--- src/rtl/ram_port_if.sv ---
// Single req/gnt/rvalid RAM data port.
//   master modport : the requester side (drives req/addr/we/be/wdata, receives gnt/rvalid/rdata)
//   slave modport  : the responder side (receives request fields, drives gnt/rvalid/rdata)
interface ram_port_if #(
  parameter int ADDR_W = 12,
  parameter int DATA_W = 32
);
  logic                  req;
  logic [ADDR_W-1:0]     addr;
  logic                  we;
  logic [DATA_W/8-1:0]   be;
  logic [DATA_W-1:0]     wdata;
  logic                  gnt;
  logic                  rvalid;
  logic [DATA_W-1:0]     rdata;

  modport master (output req, addr, we, be, wdata, input gnt, rvalid, rdata);
  modport slave  (input req, addr, we, be, wdata, output gnt, rvalid, rdata);
endinterface

--- src/rtl/ram_port_arbiter.sv ---
// Two-master round-robin arbiter in front of one req/gnt/rvalid RAM port.
// m0 is the ibex data port, m1 the uart_to_mem loader. Accepted transactions
// are remembered in an ID FIFO so each rvalid/rdata is routed back to the
// master that issued it.
// Ports:
//   clk_i, rst_i : clock, asynchronous active-high reset
//   m0, m1       : master-facing ports (slave modport)
//   mem          : RAM-facing port (master modport)
//   outst_o      : accepted-but-unanswered transaction count
//   err_o        : sticky, rvalid seen while nothing was outstanding
module ram_port_arbiter #(
  parameter int ADDR_W    = 12,
  parameter int DATA_W    = 32,
  parameter int MAX_OUTST = 2
) (
  input  logic                             clk_i,
  input  logic                             rst_i,
  ram_port_if.slave                        m0,
  ram_port_if.slave                        m1,
  ram_port_if.master                       mem,
  output logic [$clog2(MAX_OUTST+1)-1:0]   outst_o,
  output logic                             err_o
);

  localparam int CNT_W = $clog2(MAX_OUTST + 1);
  localparam int PTR_W = (MAX_OUTST > 1) ? $clog2(MAX_OUTST) : 1;

  typedef enum logic {ST_OPEN, ST_LOCKED} lock_state_e;

  lock_state_e            state_q, state_d;
  logic                   lock_sel_q, lock_sel_d;
  logic                   rr_last_q;
  logic [CNT_W-1:0]       cnt_q;
  logic [PTR_W-1:0]       wr_ptr_q, rd_ptr_q;
  logic [MAX_OUTST-1:0]   id_mem;
  logic                   err_q;

  logic fifo_empty, can_issue, sel, sel_req, issue, grant, pop, head;

  // Wrapping pointer advance; MAX_OUTST need not fill the pointer range.
  function automatic logic [PTR_W-1:0] ptr_inc(input logic [PTR_W-1:0] p);
    if (p == PTR_W'(MAX_OUTST - 1)) return '0;
    return p + PTR_W'(1);
  endfunction

  assign fifo_empty = (cnt_q == '0);
  // A response popping this cycle frees its slot for a same-cycle issue.
  assign can_issue  = (cnt_q < CNT_W'(MAX_OUTST)) ||
                      ((cnt_q == CNT_W'(MAX_OUTST)) && mem.rvalid);

  // Winner: locked master while a request waits for gnt, else the sole
  // requester, else the one not granted last.
  always_comb begin
    sel = 1'b0;
    if (state_q == ST_LOCKED)   sel = lock_sel_q;
    else if (m0.req && m1.req)  sel = ~rr_last_q;
    else if (m1.req)            sel = 1'b1;
    else                        sel = 1'b0;
  end

  assign sel_req = sel ? m1.req : m0.req;
  assign issue   = ~rst_i & can_issue & sel_req;
  assign grant   = issue & mem.gnt;
  assign pop     = ~rst_i & mem.rvalid & ~fifo_empty;
  assign head    = id_mem[rd_ptr_q];

  assign mem.req   = issue;
  assign mem.addr  = issue ? (sel ? m1.addr  : m0.addr)  : '0;
  assign mem.we    = issue ? (sel ? m1.we    : m0.we)    : 1'b0;
  assign mem.be    = issue ? (sel ? m1.be    : m0.be)    : '0;
  assign mem.wdata = issue ? (sel ? m1.wdata : m0.wdata) : '0;

  assign m0.gnt    = grant & ~sel;
  assign m1.gnt    = grant &  sel;
  assign m0.rvalid = pop & ~head;
  assign m1.rvalid = pop &  head;
  assign m0.rdata  = mem.rdata;
  assign m1.rdata  = mem.rdata;

  assign outst_o = cnt_q;
  assign err_o   = err_q;

  // Lock keeps the RAM request stable while the RAM stalls the grant.
  always_comb begin
    state_d    = state_q;
    lock_sel_d = lock_sel_q;
    case (state_q)
      ST_OPEN: begin
        if (issue && !mem.gnt) begin
          state_d    = ST_LOCKED;
          lock_sel_d = sel;
        end
      end
      ST_LOCKED: begin
        if (grant) state_d = ST_OPEN;
      end
      default: state_d = ST_OPEN;
    endcase
  end

  always_ff @(posedge clk_i or posedge rst_i) begin
    if (rst_i) begin
      state_q    <= ST_OPEN;
      lock_sel_q <= 1'b0;
      rr_last_q  <= 1'b0;   // last granted = m0, so m1 wins the first tie
      cnt_q      <= '0;
      wr_ptr_q   <= '0;
      rd_ptr_q   <= '0;
      err_q      <= 1'b0;
    end else begin
      state_q    <= state_d;
      lock_sel_q <= lock_sel_d;
      if (grant) begin
        rr_last_q <= sel;
        wr_ptr_q  <= ptr_inc(wr_ptr_q);
      end
      if (pop) rd_ptr_q <= ptr_inc(rd_ptr_q);
      if (grant && !pop)      cnt_q <= cnt_q + CNT_W'(1);
      else if (pop && !grant) cnt_q <= cnt_q - CNT_W'(1);
      if (mem.rvalid && fifo_empty) err_q <= 1'b1;
    end
  end

  // ID storage holds no control state; validity is tracked by the pointers.
  // When full with a same-cycle pop, the overwritten entry is the head
  // that is being consumed this cycle.
  always_ff @(posedge clk_i) begin
    if (grant) id_mem[wr_ptr_q] <= sel;
  end

endmodule

--- src/flat_wrapper.sv ---
// flat-port wrapper written by rule: the top's interface ports become plain ports
module ram_port_arbiter_flat 
#(
  parameter int ADDR_W    = 12,
  parameter int DATA_W    = 32,
  parameter int MAX_OUTST = 2
)
  (clk_i, rst_i, outst_o, err_o, m0_req, m0_addr, m0_we, m0_be, m0_wdata, m0_gnt, m0_rvalid, m0_rdata, m1_req, m1_addr, m1_we, m1_be, m1_wdata, m1_gnt, m1_rvalid, m1_rdata, mem_req, mem_addr, mem_we, mem_be, mem_wdata, mem_gnt, mem_rvalid, mem_rdata);
  ram_port_if #(.ADDR_W(ADDR_W), .DATA_W(DATA_W)) m0_i ();
  ram_port_if #(.ADDR_W(ADDR_W), .DATA_W(DATA_W)) m1_i ();
  ram_port_if #(.ADDR_W(ADDR_W), .DATA_W(DATA_W)) mem_i ();
  input  logic clk_i;
  input  logic rst_i;
  output logic [$clog2(MAX_OUTST+1)-1:0] outst_o;
  output logic err_o;
  input wire logic [$bits(m0_i.req)-1:0] m0_req;
  input wire logic [$bits(m0_i.addr)-1:0] m0_addr;
  input wire logic [$bits(m0_i.we)-1:0] m0_we;
  input wire logic [$bits(m0_i.be)-1:0] m0_be;
  input wire logic [$bits(m0_i.wdata)-1:0] m0_wdata;
  output wire logic [$bits(m0_i.gnt)-1:0] m0_gnt;
  output wire logic [$bits(m0_i.rvalid)-1:0] m0_rvalid;
  output wire logic [$bits(m0_i.rdata)-1:0] m0_rdata;
  input wire logic [$bits(m1_i.req)-1:0] m1_req;
  input wire logic [$bits(m1_i.addr)-1:0] m1_addr;
  input wire logic [$bits(m1_i.we)-1:0] m1_we;
  input wire logic [$bits(m1_i.be)-1:0] m1_be;
  input wire logic [$bits(m1_i.wdata)-1:0] m1_wdata;
  output wire logic [$bits(m1_i.gnt)-1:0] m1_gnt;
  output wire logic [$bits(m1_i.rvalid)-1:0] m1_rvalid;
  output wire logic [$bits(m1_i.rdata)-1:0] m1_rdata;
  output wire logic [$bits(mem_i.req)-1:0] mem_req;
  output wire logic [$bits(mem_i.addr)-1:0] mem_addr;
  output wire logic [$bits(mem_i.we)-1:0] mem_we;
  output wire logic [$bits(mem_i.be)-1:0] mem_be;
  output wire logic [$bits(mem_i.wdata)-1:0] mem_wdata;
  input wire logic [$bits(mem_i.gnt)-1:0] mem_gnt;
  input wire logic [$bits(mem_i.rvalid)-1:0] mem_rvalid;
  input wire logic [$bits(mem_i.rdata)-1:0] mem_rdata;
  assign m0_i.req = m0_req;
  assign m0_i.addr = m0_addr;
  assign m0_i.we = m0_we;
  assign m0_i.be = m0_be;
  assign m0_i.wdata = m0_wdata;
  assign m0_gnt = m0_i.gnt;
  assign m0_rvalid = m0_i.rvalid;
  assign m0_rdata = m0_i.rdata;
  assign m1_i.req = m1_req;
  assign m1_i.addr = m1_addr;
  assign m1_i.we = m1_we;
  assign m1_i.be = m1_be;
  assign m1_i.wdata = m1_wdata;
  assign m1_gnt = m1_i.gnt;
  assign m1_rvalid = m1_i.rvalid;
  assign m1_rdata = m1_i.rdata;
  assign mem_req = mem_i.req;
  assign mem_addr = mem_i.addr;
  assign mem_we = mem_i.we;
  assign mem_be = mem_i.be;
  assign mem_wdata = mem_i.wdata;
  assign mem_i.gnt = mem_gnt;
  assign mem_i.rvalid = mem_rvalid;
  assign mem_i.rdata = mem_rdata;
  ram_port_arbiter #(.ADDR_W(ADDR_W), .DATA_W(DATA_W), .MAX_OUTST(MAX_OUTST)) u_core (.clk_i(clk_i), .rst_i(rst_i), .m0(m0_i), .m1(m1_i), .mem(mem_i), .outst_o(outst_o), .err_o(err_o));
endmodule
--- config.mk ---
export PLATFORM = sky130hd
export DESIGN_NAME = ram_port_arbiter_flat
export DESIGN_NICKNAME = d
export VERILOG_FILES = /design/src/rtl/ram_port_if.sv /design/src/rtl/ram_port_arbiter.sv /design/src/flat_wrapper.sv
export SDC_FILE = /design/constraint.sdc
export NUM_CORES = 1
export LEC_CHECK = 0
export CORE_AREA = 4 4 97 99
export DETAILED_ROUTE_END_ITERATION = 10
export DIE_AREA = 0 0 101 103
export PLACE_DENSITY_LB_ADDON = 0.25
export SETUP_SLACK_MARGIN = 0.4
export SLEW_MARGIN = 5
export SYNTH_ARGS = -nofsm -noshare
export SYNTH_HDL_FRONTEND = slang
export SYNTH_SLANG_ARGS = --single-unit
--- constraint.sdc ---
create_clock -name clk_i -period 2.1 [get_ports clk_i]
set_input_delay 0.42 -clock clk_i [delete_from_list [all_inputs] [get_ports clk_i]]
set_output_delay 0.42 -clock clk_i [all_outputs]
set_load 0.005 [all_outputs]
## After elaboration in Yosys (flattened, before gate mapping)

Index checks and enable logic that the tools add are counted.

| storage, ports and cells | value |
|---|---|
| bits in registers | 10 |
| bits of input ports | 136 |
| output and inout bits | 121 |
| word-level logic and storage cells | 76 |

| operators by class | value |
|---|---|
| $add $sub $neg | 4 |
| $lt $le $gt $ge | 4 |
| equality and inequality tests | 1 |
| mux-type cells | 30 |
| bitwise operators | 15 |
| reduce and logical (&&, ||, !) cells | 14 |

Operator list:

| cell | number |
|---|---|
| 32-bit two-way mux | 2 |
| 12-bit two-way mux | 2 |
| 1-bit two-way mux | 19 |
| 1-bit bitwise AND | 9 |
| 4-bit two-way mux | 2 |
| 1-bit logical AND | 7 |
| 1-bit inverter | 6 |
| 1-bit by 2-bit < comparator with 1-bit output, second input constant | 2 |
| 2-bit two-way mux | 2 |
| 1-bit zero test | 3 |
| 1-bit adder, second input constant | 2 |
| 2-bit by 1-bit adder with 2-bit output, second input constant | 1 |
| 2-bit bitwise mux | 1 |
| 2-bit == test, second input constant | 1 |
| 2-bit zero test | 1 |
| 2-bit < comparator, second input constant | 1 |
| 1-bit case mux with 2 select lines | 1 |
| 2-bit AND reduction | 1 |
| 2-bit nonzero test | 1 |
| 2-bit by 1-bit subtractor with 2-bit output, second input constant | 1 |
| 1-bit demux with 1-bit select | 1 |
| 1-bit >= comparator, second input constant | 1 |
| 1-bit logical OR | 1 |

## Longest topological paths before layout

| logic depth | value |
|---|---|
| depth after elaboration | 10 |
| mapped depth | 9 |
| mapped depth without buffers | 8 |

## Least setup slack after synthesis

OpenSTA, ideal clock, no wires.

| timing path | value |
|---|---|
| path kind | input-to-reg |
| start point | input port m0_req |
| end point | register u_core.cnt_q[1] (netlist: u_core.outst_o[1]) |
| library setup time | 0.079 ns |
| data arrival time | 1.748 ns |
| required time | 2.021 ns |
| path slack | 0.272 ns |
| stages | 9 |
| path buffers | 1 |
| path through | buf_4 nand2_1 a22oi_4 inv_2 o211a_1 ha_1 xor2_1 nor2_1 xor2_1 |

| on the way | value |
|---|---|
| cells in the longest elaborated chain, start to end | 9 |

RTL lines:

| item | line | source |
|---|---|---|
| from (decl) | flat_wrapper.sv:16 | `input wire logic [$bits(m0_i.req)-1:0] m0_req;` |
| 1-bit logical AND | ram_port_arbiter.sv:56 | `else if (m0.req && m1.req) sel = ~rr_last_q;` |
| 1-bit two-way mux | ram_port_arbiter.sv:56 |  |
| 1-bit two-way mux | ram_port_arbiter.sv:55 | `if (state_q == ST_LOCKED) sel = lock_sel_q;` |
| 1-bit two-way mux (*) | ram_port_arbiter.sv:61 | `assign sel_req = sel ? m1.req : m0.req;` |
| 1-bit bitwise AND (*) | ram_port_arbiter.sv:62 | `assign issue = ~rst_i & can_issue & sel_req;` |
| 1-bit bitwise AND (*) | ram_port_arbiter.sv:63 | `assign grant = issue & mem.gnt;` |
| 1-bit zero test | ram_port_arbiter.sv:119 | `else if (pop && !grant) cnt_q <= cnt_q - CNT_W'(1);` |
| 1-bit logical AND | ram_port_arbiter.sv:119 |  |
| 2-bit nonzero test (no line) | - |  |
| to (signal assigned) | ram_port_arbiter.sv:118 | `if (grant && !pop) cnt_q <= cnt_q + CNT_W'(1);` |
| to (signal assigned) | ram_port_arbiter.sv:119 |  |
| to (decl) | ram_port_arbiter.sv:33 | `logic [CNT_W-1:0] cnt_q;` |

Mark *: on every way between the ends. The rest lies on a longest branch, timed or not.
A chain may end at the register's enable or synchronous reset.

## Worst setup path after layout

| timing path | value |
|---|---|
| start point | input port m1_req |
| end point | output port mem_wdata[23] |

| on the way | value |
|---|---|
| cells in the longest elaborated chain, start to end | 6 |

RTL lines:

| item | line | source |
|---|---|---|
| from (decl) | flat_wrapper.sv:24 | `input wire logic [$bits(m1_i.req)-1:0] m1_req;` |
| 1-bit two-way mux / 1-bit logical AND (equally long branches) | ram_port_arbiter.sv:57, ram_port_arbiter.sv:56 |  |
| 1-bit two-way mux | ram_port_arbiter.sv:56 |  |
| 1-bit two-way mux | ram_port_arbiter.sv:55 |  |
| 1-bit two-way mux | ram_port_arbiter.sv:61 |  |
| 1-bit bitwise AND | ram_port_arbiter.sv:62 |  |
| 32-bit two-way mux (*) | ram_port_arbiter.sv:71 | `assign mem.wdata = issue ? (sel ? m1.wdata : m0.wdata) : '0;` |
| to (decl) | flat_wrapper.sv:36 | `output wire logic [$bits(mem_i.wdata)-1:0] mem_wdata;` |

Marks and branches as above.

==> results.ini <==
[timing]
post-route-min-period_ns = 2.14
fin_ws_ns = -0.0448
final-setup-viol-count = 15
fmax_mhz = 466
rsz0062_at_grt = yes
timing.hold.ws_ns = 0.451
hold_viol = 0
finalMaxSlewViolations = 0
timing.final.crit_share_pct = 102
worst_slew_pin_slew_ns = 0.407
fin_skew_ns = 0.000485
slew_headroom_pct = 72.9

[worst_setup_path]
cp_slowest_cell = clkdlybuf4s15_2
path_buf_inv = 6
crit_required_ns = 1.68
crit_chain = clkdlybuf4s15_2 -> nor2b_4 -> a22oi_4 -> buf_6 -> buf_6 -> buf_16 -> buf_6 -> nand3_2 -> a21oi_2 -> buf_2
cp-end-kind = output port
critPathArrivalTime_ns = 1.72
worst_setup_path_start_kind = input port
crit_type = in2out
cp_common_cell = buf_6
critPathMaxStageDelay_ns = 0.20
crit_family = buffers and inverters
cp_max_fo = 8

[finish]
seq_area_sq_um = 263
final_common_cell = clkdlybuf4s50_1
multi_input_area_sq_um = 1450
diodes = 0
nNetsFinal = 566
fillers = 850
drive_gt1_share_pct = 51.9
syn2layout_area_growth_pct = 129
final_cell_mix = clkdlybuf4s50_1 (100), buf_2 (55), nand3_1 (40)

[clock_network]
cts_tree = built
holdBufCountCts = 0
clkLatencyLatePin_ns = 0.24
clock-sinks = 10
ctsHtreeMaxLevel = 1
clkTransAtPathRegs_ns = 0.05
clock_path_buffers = 2
cts_made_buffers = 3
root_buffer = clkbuf_8

[routing]
ant_nets = 0
drc = 0
wl_per_cell_um = 16.5
drt_iter0_markers = 32
finalWirelength_um = 8850
via_count = 2463
drtPass1Iterations = 4
post_drt_via_cell_ratio = 4.60

[synthesis]
synth.distinct_cells = 28
synth_area_per_cell_sq_um = 6.34
netlist_top_cells_area = buf_4 (27%), a21oi_1 (14%), nand3_1 (14%)
ys_seq_elements = 10
yosysTopAreaCell = buf_4
synth_area_sq_um = 1810
synthCells = 285
synth_nets = 422
netlist.area_leader.share_pct = 27.0
yosysWarnings = 0
ys_seq_area_share_pct = 14.4

[power]
power_switching_uw = 1870
clockPowerShare_pct = 4.5
ir_drop_mv = 0.393
sw_frac_of_total_pct = 41.1
power.total_uw = 4540
seq_power_share_pct = 8.3
p_per_area_nw_per_um2 = 1100
cellLeakagePower_uw = 0.00181
internal-power_uw = 2680
power_frac_comb_pct = 87.2

[hold_path]
hold_path.class = reg2reg

[floorplanning]
core.rowCount = 34
die_h_um = 103
core_sq_um = 8550
io_pins = 257
start_util_pct = 21.1
die_x_um = 101
die_area_sq_um = 10400

[global_routing]
grt_pass1_wl_um = 12500
antenna_found_initial = 0
grt_pass1_vias = 2446
grt_util_all_layers_pct = 15.3
grt-ovfl-total = 0
grt_max_degree = 29

[placement]
place_hpwl_um = 5760
gp_congestion = 0.754
placement.io_buffers = 160

[status]
status = complete, but fails checks
violations = negative setup slack

[job]
maxCapViolCount = 0

registers in the layout, indices dropped and copies added, names as in the netlist:
register	cells
u_core.rr_last_q	1
u_core.wr_ptr_q	1
u_core.outst_o	2
u_core.rd_ptr_q	1
u_core.state_q	1
u_core.id_mem	2
u_core.lock_sel_q	1
u_core.err_o	1
layout make-up:
class                   instances  area share (%)
repair buffers                225            53.6
clock inverters                 1          0.0908
flip-flops and latches         10            6.36
inverters                       3           0.575
clock buffers                   3           0.999
well taps                     108            3.27
multi-input cells             186            35.1
power groups by stage:
stage	Clock, uW	Combinational [uW]	Sequential [uW]
after floorplan	0	1070	370
after global placement	0	2130	361
after detailed placement	0	2130	362
after CTS	213	3480	377
after global routing	228	4220	389
final	204	3960	379
logic make-up after synthesis:
| group | count (synthesis) | share of synthesized area (%) |
|---|---|---|
| AOI/OAI and AO/OA | 61 | 19.2 |
| xor gates and xnor gates | 5 | 2.43 |
| adders and majority gates | 1 | 0.693 |
| buffers and inverters | 89 | 32.8 |
| DFF | 10 | 14.4 |
| muxes | 2 | 1.11 |
| and+or+nand+nor | 117 | 29.3 |
per-stage QoR:
step | worst slack, ns | setup TNS (ns) | cells | area (sq um) | utilization (%)
after floorplan | 0.364 | 0 | 285 | 1830 | -
after global placement | -0.619 | -31.47 | 491 | 3190 | 37.3
after detailed placement | -0.634 | -32.01 | 491 | 3190 | 37.3
after CTS | -0.0475 | -0.353 | 528 | 3740 | 43.8
after global routing | -0.130 | -3.41 | 536 | 4130 | 48.3
final | -0.0448 | -0.198 | 536 | 4130 | 48.3
timing repair:
item,in CTS,in global routing
cloned,8,1
setup endpoints to repair,59,61
setup buffers,25,7
pin swaps,53,41
gates resized for setup,312,75
layer usage:
| layer | up-vias | routed length [um] | track usage, % |
|---|---|---|---|
| met1 | 1126 | 3200 | 17.2 |
| met5 | - | 0 | 0 |
| met3 | 26 | 837 | 3.25 |
| met2 | 123 | 4680 | 28.5 |
| li1 | 1188 | - | - |
| met4 | 0 | 138 | 5.42 |
synthesized netlist by cell type:
library cell  number
buf_2             12
nand3_1           50
o2bb2ai_1          1
and2_1             1
nand3b_1           1
clkbuf_1           9
nor2_1             5
nor2b_1            3
o21ai_0            3
buf_4             65
inv_2              1
edfxtp_1           2
a21oi_1           51
nand2_1           52
o41ai_1            1
a22oi_4            1
nand2b_1           3
o211a_1            1
ha_1               1
a211oi_2           1
and3b_1            1
a21o_1             2
mux2i_1            2
dfrtp_1            8
xnor2_1            2
inv_1              2
xor2_1             3
nor3_1             1
path summary, 6_finish.rpt:
path | from | end | slack [ns] | depth (start not counted)
max | m1_req | mem_wdata[23] | -0.04 | 10
min | u_core.err_o | u_core.err_o | 0.45 | 1
max reg2reg | u_core.lock_sel_q | u_core.outst_o[1] | 0.03 | 10
min reg2reg | u_core.err_o | u_core.err_o | 0.45 | 1
max in group asynchronous | rst_i | u_core.state_q | 1.47 | 4
min in group asynchronous | rst_i | u_core.lock_sel_q | 0.48 | 4
worst register-to-register path: cells and delay by family, from the launching register on:
family                   cells  cell delay (ns)
AND/OR/NAND/NOR              1             0.12
adder cells (fa/ha/maj)      1             0.16
buffers and inverters        4             0.50
XOR/XNOR                     2             0.28
flip-flops                   1             0.44
AO/OA/AOI/OAI                2             0.50
No activity file was read; power rests on OpenSTA's default activity.
